--- config.mk ---
export PLATFORM = sky130hd
export DESIGN_NAME = uart_tx_arbiter
export DESIGN_NICKNAME = d
export VERILOG_FILES = /design/src/rtl/uart_tx_arbiter.sv
export SDC_FILE = /design/constraint.sdc
export NUM_CORES = 1
export LEC_CHECK = 0
export BUFFER_PORTS_ARGS = -buffer_cell sky130_fd_sc_hd__buf_2
export CAP_MARGIN = 20
export CORE_MARGIN = 2
export CORE_UTILIZATION = 54
export CTS_CLUSTER_DIAMETER = 150
export CTS_CLUSTER_SIZE = 30
export DETAILED_ROUTE_END_ITERATION = 12
export GPL_TIMING_DRIVEN = 0
export PLACE_DENSITY = 0.84
export SYNTH_ARGS = -nofsm -noshare
export SYNTH_HDL_FRONTEND = slang
export SYNTH_SLANG_ARGS = --single-unit
--- constraint.sdc ---
create_clock -name clk -period 3 [get_ports clk]
set_clock_uncertainty 0.15 [all_clocks]
set_input_delay 0.15 -clock clk [delete_from_list [all_inputs] [get_ports clk]]
set_output_delay 0.15 -clock clk [all_outputs]
set_load 0.01 [all_outputs]
--- src/rtl/uart_tx_arbiter.sv ---
`default_nettype none
// ============================================================================
// Module  : uart_tx_arbiter
// Brief   : Round-robin, packet-locking arbiter sharing one UART transmitter.
// Revision: 1.0 - initial release
// ============================================================================
module uart_tx_arbiter #(
    parameter int          NUM_REQ      = 4,
    parameter logic [31:0] LOCK_TIMEOUT = 32'd100000,
    localparam int         ID_W         = $clog2(NUM_REQ)
) (
    input  logic                  clk,
    input  logic                  reset,
    input  logic [NUM_REQ-1:0]    req_valid,
    input  logic [8*NUM_REQ-1:0]  req_data,
    input  logic [NUM_REQ-1:0]    req_last,
    output logic [NUM_REQ-1:0]    req_ready,
    output logic [7:0]            tx_data,
    output logic                  tx_ok,
    input  logic                  tx_busy,
    output logic [ID_W-1:0]       grant_id,
    output logic                  locked
);

    typedef enum logic [1:0] {
        S_IDLE      = 2'd0,
        S_ISSUE     = 2'd1,
        S_WAIT_BUSY = 2'd2,
        S_WAIT_DONE = 2'd3
    } state_t;

    state_t            r_state;
    state_t            w_state_nxt;
    logic [ID_W-1:0]   r_grant;
    logic              r_locked;
    logic [7:0]        r_data;
    logic [31:0]       r_lock_cnt;

    logic              w_timed_out;
    logic              w_lock_eff;
    logic              w_sel_found;
    logic [ID_W-1:0]   w_sel;
    logic [ID_W-1:0]   w_idx;
    logic [7:0]        w_sel_byte;
    logic              w_accept;

    // A lock held by a silent requester expires once the idle count hits the limit.
    assign w_timed_out = (LOCK_TIMEOUT != 32'd0) && (r_lock_cnt >= LOCK_TIMEOUT);
    assign w_lock_eff  = r_locked & ~w_timed_out;

    always_comb begin
        w_sel_found = 1'b0;
        w_sel       = r_grant;
        w_idx       = '0;
        if (w_lock_eff) begin
            w_sel_found = req_valid[r_grant];
        end else begin
            for (int k = 1; k <= NUM_REQ; k++) begin
                w_idx = ID_W'((int'(r_grant) + k) % NUM_REQ);
                if (!w_sel_found && req_valid[w_idx]) begin
                    w_sel_found = 1'b1;
                    w_sel       = w_idx;
                end
            end
        end
    end

    assign w_sel_byte = req_data[{w_sel, 3'b000} +: 8];
    assign w_accept   = (r_state == S_IDLE) && !reset && !tx_busy && w_sel_found;

    assign req_ready = w_accept ? (NUM_REQ'(1) << w_sel) : '0;
    assign tx_ok     = (r_state == S_ISSUE);
    assign tx_data   = r_data;
    assign grant_id  = r_grant;
    assign locked    = w_lock_eff;

    always_ff @(posedge clk) begin
        if (reset) begin
            r_state <= S_IDLE;
        end else begin
            r_state <= w_state_nxt;
        end
    end

    always_comb begin
        w_state_nxt = r_state;
        case (r_state)
            S_IDLE:      if (w_accept) w_state_nxt = S_ISSUE;
            S_ISSUE:     w_state_nxt = S_WAIT_BUSY;
            S_WAIT_BUSY: if (tx_busy) w_state_nxt = S_WAIT_DONE;
            S_WAIT_DONE: if (!tx_busy) w_state_nxt = S_IDLE;
            default:     w_state_nxt = S_IDLE;
        endcase
    end

    always_ff @(posedge clk) begin
        if (reset) begin
            r_grant    <= ID_W'(NUM_REQ - 1);
            r_locked   <= 1'b0;
            r_data     <= 8'd0;
            r_lock_cnt <= 32'd0;
        end else if (w_accept) begin
            r_grant    <= w_sel;
            r_data     <= w_sel_byte;
            r_locked   <= ~req_last[w_sel];
            r_lock_cnt <= 32'd0;
        end else if (r_state == S_IDLE) begin
            if (!w_lock_eff) begin
                r_locked   <= 1'b0;
                r_lock_cnt <= 32'd0;
            end else if (!req_valid[r_grant] && (r_lock_cnt != 32'hFFFF_FFFF)) begin
                r_lock_cnt <= r_lock_cnt + 32'd1;
            end
        end
    end

endmodule
`default_nettype wire

==> impl_metrics.ini, run 1 <==
[global_route]
grt_max_degree = 15
grt_use_total = 0.239
antenna_found_initial = 0
gr-total-overflow = 0
grt_pass1_vias = 2338
grt_first_pass_wirelength_mm = 10.0

[drt]
wl_mm = 5.99
drtAntennaViolNets = 0
drcViolationCount = 0
vias_per_cell = 5.84
dr.pass1.iters = 5
drtIter0Drc = 156
wire_per_inst_um = 14.0
vias = 2499

[synthesis]
synthDistinctLibCells = 49
synth.area.top_cells = dfxtp_1 (35%), nor2_1 (5.8%), xnor2_1 (5.2%)
synth_edf_count = 0
syn_area_mm2 = 0.00254
yosysTopAreaCell = dfxtp_1
ys.flop_type = dfxtp_1
avgSynthCellArea_um2 = 8.33
async_reset_ff_frac = 0
ys_seq_elements = 45
synth_seq_area_share = 0.355
ys_warn_count = 0
synth_top_area_frac = 0.355
synth_nets = 355
syn-instance-count = 305

[final_layout]
fin_cells = 428
final_common_cell = buf_2
antennaDiodeCount = 0
fin_area_mm2 = 0.00308
final_util = 0.693
synthToLayoutAreaGrowth_pct = 21.2
drive_above_1_share = 0.231
nets = 425
final_cell_mix = buf_2 (61), dfxtp_1 (45), nor2_1 (39), inv_1 (25)

[clock_tree]
path_clk_slew_ps = 90
numCtsBuffers = 5
cts_max_level = 2
cts-root-buf = clkbuf_8
insertion_delay_ps = 310
cts_max_path_buffers = 2
cts.sinks = 45
cts_tree = done

[pwr]
vdd_drop_max_mv = 0.558
p_leak_nw = 1.27
finalPower_mw = 2.20
power.density_mw_per_mm2 = 714

[placed_design]
place.gp.congestion = 0.844
place_area_mm2 = 0.00290
io_buffers = 58
dp_slack_ps = 200
place_hpwl_mm = 4.48
place_inst = 415

[floorplan]
core_area_mm2 = 0.00444
initial_core_util = 0.572
io_pins = 59
rows = 24
fp.dieW_um = 72.6
dieArea_mm2 = 0.00527
die_h_um = 72.6

[sta]
tightest_slew_ps = 664
setup_tns_ps = 0
hold_violations = 0
rsz0062_at_grt = no
fin_crit_ps = 2890
fin_crit_sh = 0.962
setup_violations = 0
setup_ws_ps = 113
hold_ws_ps = 4.98
drv_slew = 0
relSlewSlack = 0.557
max_freq_mhz = 346

[worst_hold_path]
hold_path.class = in -> reg
min_delay_path_depth = 3

[worst_setup_path]
reg2regPathDepth = 9
start_kind = flip-flop
critical_path_required_ps = 2700
cp_data_arrival_time_ps = 2590
critPathCaptureType = output pin
path_class = reg -> out
cp_max_fo = 10

[job]
max-cap-violations = 0

[run_status]
status = finished, final reports clean
-- final timing paths --
check        slack [ps]           start        endpoint
max                 110  r_lock_cnt[12]    req_ready[3]
min                   5     req_data[9]      tx_data[1]
max reg2reg         340  r_lock_cnt[28]      tx_data[4]
min reg2reg         330  r_lock_cnt[16]  r_lock_cnt[16]
-- per-layer routing --
metal	share of wire	global-route usage
met1	0.44	0.294
met2	0.49	0.404
met3	0.045	0.0456
met4	0.018	0.113
met5	0	0
-- worst max-delay path, cell delays in order, from the launching register on --
cell and delay, ps:
dfxtp_1 370, or4_1 520, o21a_2 270, o22ai_2 230, mux2i_2 320, buf_4 220
nand2_1 110, nor2_1 100, buf_2 130
-- cells in the mapped netlist (3+ instances only) --
| master | count |
|---|---|
| mux2i_1 | 11 |
| o21ai_0 | 3 |
| nand2b_1 | 5 |
| nor4_1 | 10 |
| a21boi_0 | 8 |
| nand2_1 | 15 |
| a211oi_1 | 3 |
| ha_1 | 7 |
| nor3_1 | 9 |
| a21oi_1 | 7 |
| o221ai_1 | 8 |
| xnor2_1 | 15 |
| nand4_1 | 7 |
| inv_1 | 25 |
| dfxtp_1 | 45 |
| clkbuf_1 | 8 |
| nor4b_1 | 3 |
| nor2_1 | 39 |
| nand3_1 | 7 |
| and2_1 | 10 |
| buf_2 | 3 |
| and3_1 | 9 |
| nor3b_1 | 3 |
| a31oi_1 | 4 |
| o211ai_1 | 11 |
-- flip-flops by register name, summed over array words and instances, names as in the netlist --
register,flops
grant_id,2
r_lock_cnt,32
r_locked,1
r_state,2
tx_data,8
-- repair_timing --
item | 4_1_cts | 5_1_grt
resized for setup | 2 | 8
setup buffers | 0 | 3
endpoints found under the setup margin | 4 | 4
gates cloned | 0 | 0
pin swaps | 0 | 1
hold buffers | 3 | 0
hold endpoints to repair | 4 | 0
-- cells by family (layout without fill, tap and decap cells) --
group / after synthesis / after routing / share of synthesized area
XOR/XNOR: 15 / 15 / 0.0517
AND/OR/NAND/NOR: 125 / 125 / 0.257
multiplexers: 13 / 13 / 0.0566
buffers and inverters: 38 / 109 / 0.0635
AO/OA/AOI/OAI: 62 / 62 / 0.183
adder cells (fa/ha/maj): 7 / 7 / 0.0345
flip-flops: 45 / 45 / 0.355
-- cell type report --
cell class	count	area, um2
plain buffers	12	68.8
clock buffers	6	72.6
clock inverters	2	38.8
fillers	367	1370
inverters	25	93.8
multi-input cells	222	1500
flip-flops and latches	45	901
well taps	52	65.1
repair buffers	64	343
-- report_power, final --
part / internal (mW) / switching [mW]
registers: 0.681 / 0.0499
clock network: 0.250 / 0.209
logic: 0.427 / 0.583
Power figures use the tool's default switching activity.
==> inputs of run 2 (changes only) <==
--- a/config.mk
+++ b/config.mk
@@ -8,12 +8,14 @@
 export BUFFER_PORTS_ARGS = -buffer_cell sky130_fd_sc_hd__buf_2
 export CAP_MARGIN = 20
 export CORE_MARGIN = 2
-export CORE_UTILIZATION = 54
+export CORE_UTILIZATION = 55
+export CTS_BUF_LIST = sky130_fd_sc_hd__clkbuf_8
 export CTS_CLUSTER_DIAMETER = 150
 export CTS_CLUSTER_SIZE = 30
 export DETAILED_ROUTE_END_ITERATION = 12
 export GPL_TIMING_DRIVEN = 0
-export PLACE_DENSITY = 0.84
+export HOLD_SLACK_MARGIN = 0.12
+export PLACE_DENSITY = 0.85
 export SYNTH_ARGS = -nofsm -noshare
 export SYNTH_HDL_FRONTEND = slang
 export SYNTH_SLANG_ARGS = --single-unit
==> run 2 against run 1 <==
Net effect:
- wire length up 25%
- global-route usage grew 4.7 points
- critical path depth stayed put
- worst hold slack improved by 140 ps
- clock-buffer cell count is the same
- clock power is 13% lower
- critical path type unchanged
- critical endpoint is now req_ready[0]
- largest cell class unchanged
- largest power group unchanged
==> impl_metrics.ini, run 2 (same netlist as run 1, synthesis figures left out) <==
[sta]
tightest_slew_ps = 685
relSlewSlack = 0.543
hold_ws_ps = 143
hold_violations = 0
drv_slew = 0
setup_violations = 0
setup_ws_ps = 46.8
fin_crit_sh = 0.984
fin_crit_ps = 2950
max_freq_mhz = 339

[floorplan]
initial_core_util = 0.576
rows = 24
die_h_um = 72.0
dieArea_mm2 = 0.00518
core_area_mm2 = 0.00441
io_pins = 59
fp.dieW_um = 72.0

[worst_setup_path]
critPathCaptureType = output pin
path_class = reg -> out
cp_max_fo = 10
start_kind = flip-flop
reg2reg_from = r_lock_cnt[11]
startpoint = r_lock_cnt[11]
critical_path_required_ps = 2700
cp_data_arrival_time_ps = 2650

[placed_design]
io_buffers = 58
place_hpwl_mm = 4.38
dp_slack_ps = 204
place.gp.congestion = 0.838

[drt]
vias = 2784
vias_per_cell = 6.17
drtIter0Drc = 217
wire_per_inst_um = 16.6
dr.pass1.iters = 5
drtAntennaViolNets = 0
drcViolationCount = 0
wl_mm = 7.51

[final_layout]
largest_reg_flops = 32
drive_above_1_share = 0.223
synthToLayoutAreaGrowth_pct = 30.0
final_cell_mix = buf_2 (59), dfxtp_1 (44), nor2_1 (39), dlygate4sd3_1 (27), inv_1 (25)
antennaDiodeCount = 0
final_common_cell = buf_2
final.fill_count = 303
regMostFlops = r_lock_cnt
nets = 448

[pwr]
p_leak_nw = 1.36
finalPower_mw = 2.25
power.density_mw_per_mm2 = 681
vdd_drop_max_mv = 0.527

[run_status]
status = finished, final reports clean

[clock_tree]
cts_max_level = 2
path_clk_slew_ps = 90
cts-root-buf = clkbuf_8
numCtsBuffers = 5
cts.sinks = 45
insertion_delay_ps = 300
cts_max_path_buffers = 2
cts_tree = done

[job]
max-cap-violations = 0

[global_route]
use_met3 = 0.0528
grt_max_degree = 15
grt_use_total = 0.286
grt_use_met1 = 0.350
grt_first_pass_wirelength_mm = 11.7
grt_use_met2 = 0.475
grt_pass1_vias = 2615
grt.busiest_layer = met2
antenna_found_initial = 0
gr-total-overflow = 0

[worst_hold_path]
min-delay-start = req_data[27]
hold_path.class = in -> reg
[run 2: stage by stage]
stage	utilization	cell area [um2]	TNS [ps]	std cells
after floorplan	-	2540	0	305
after global placement	0.656	2900	0	415
after detailed placement	0.656	2900	0	415
after CTS	0.739	3260	0	449
after global routing	0.749	3300	-235	451
final	0.749	3300	0	451
[run 2: worst max-delay path, stage by stage, from the launching register on]
cell and delay, ps:
dfxtp_1 340, or4_1 530, o21a_2 280, o22ai_2 230, mux2i_2 310, buf_4 170
nand2b_2 270, nor2_1 70, buf_2 140
[run 2: what timing repair did]
| action | 4_1_cts | 5_1_grt |
|---|---|---|
| gates resized for setup | 1 | 13 |
| endpoints found under the setup margin | 4 | 5 |
| setup buffers | 0 | 3 |
| pin swaps | 0 | 3 |
| cloned | 0 | 0 |
| hold buffers | 27 | 0 |
| endpoints found under the hold margin | 13 | 0 |
[run 2: final timing paths]
| kind | to | depth (start not counted) | slack, ps |
|---|---|---|---|
| max | req_ready[0] | 8 | 50 |
| min | tx_data[3] | 4 | 140 |
| max reg2reg | tx_data[0] | 8 | 110 |
| min reg2reg | r_lock_cnt[16] | 2 | 330 |
[run 2: layout make-up]
class	instances	area, um2	share of cell area
inverter	25	93.8	0.0284
sequential	45	902	0.273
multi-input combinational	222	1490	0.452
tap	52	65.1	0.0197
timing repair buffer	88	583	0.176
clock buffer	6	82.6	0.0250
buffer	11	70.1	0.0212
clock inverter	2	13.8	0.00417
[run 2: layer usage]
layer	wire length, um	share of wire	vias to the layer above
met5	0	0	-
met4	387	0.052	0
met3	432	0.058	46
met2	3630	0.48	147
met1	3060	0.41	1308
li1	-	-	1283
[run 2: where the power goes]
part           switching [mW]  leakage, nW  internal [mW]
clock                   0.214       0.0512          0.187
combinational           0.653        0.946          0.461
sequential             0.0553        0.365          0.681
total                   0.922         1.36           1.33
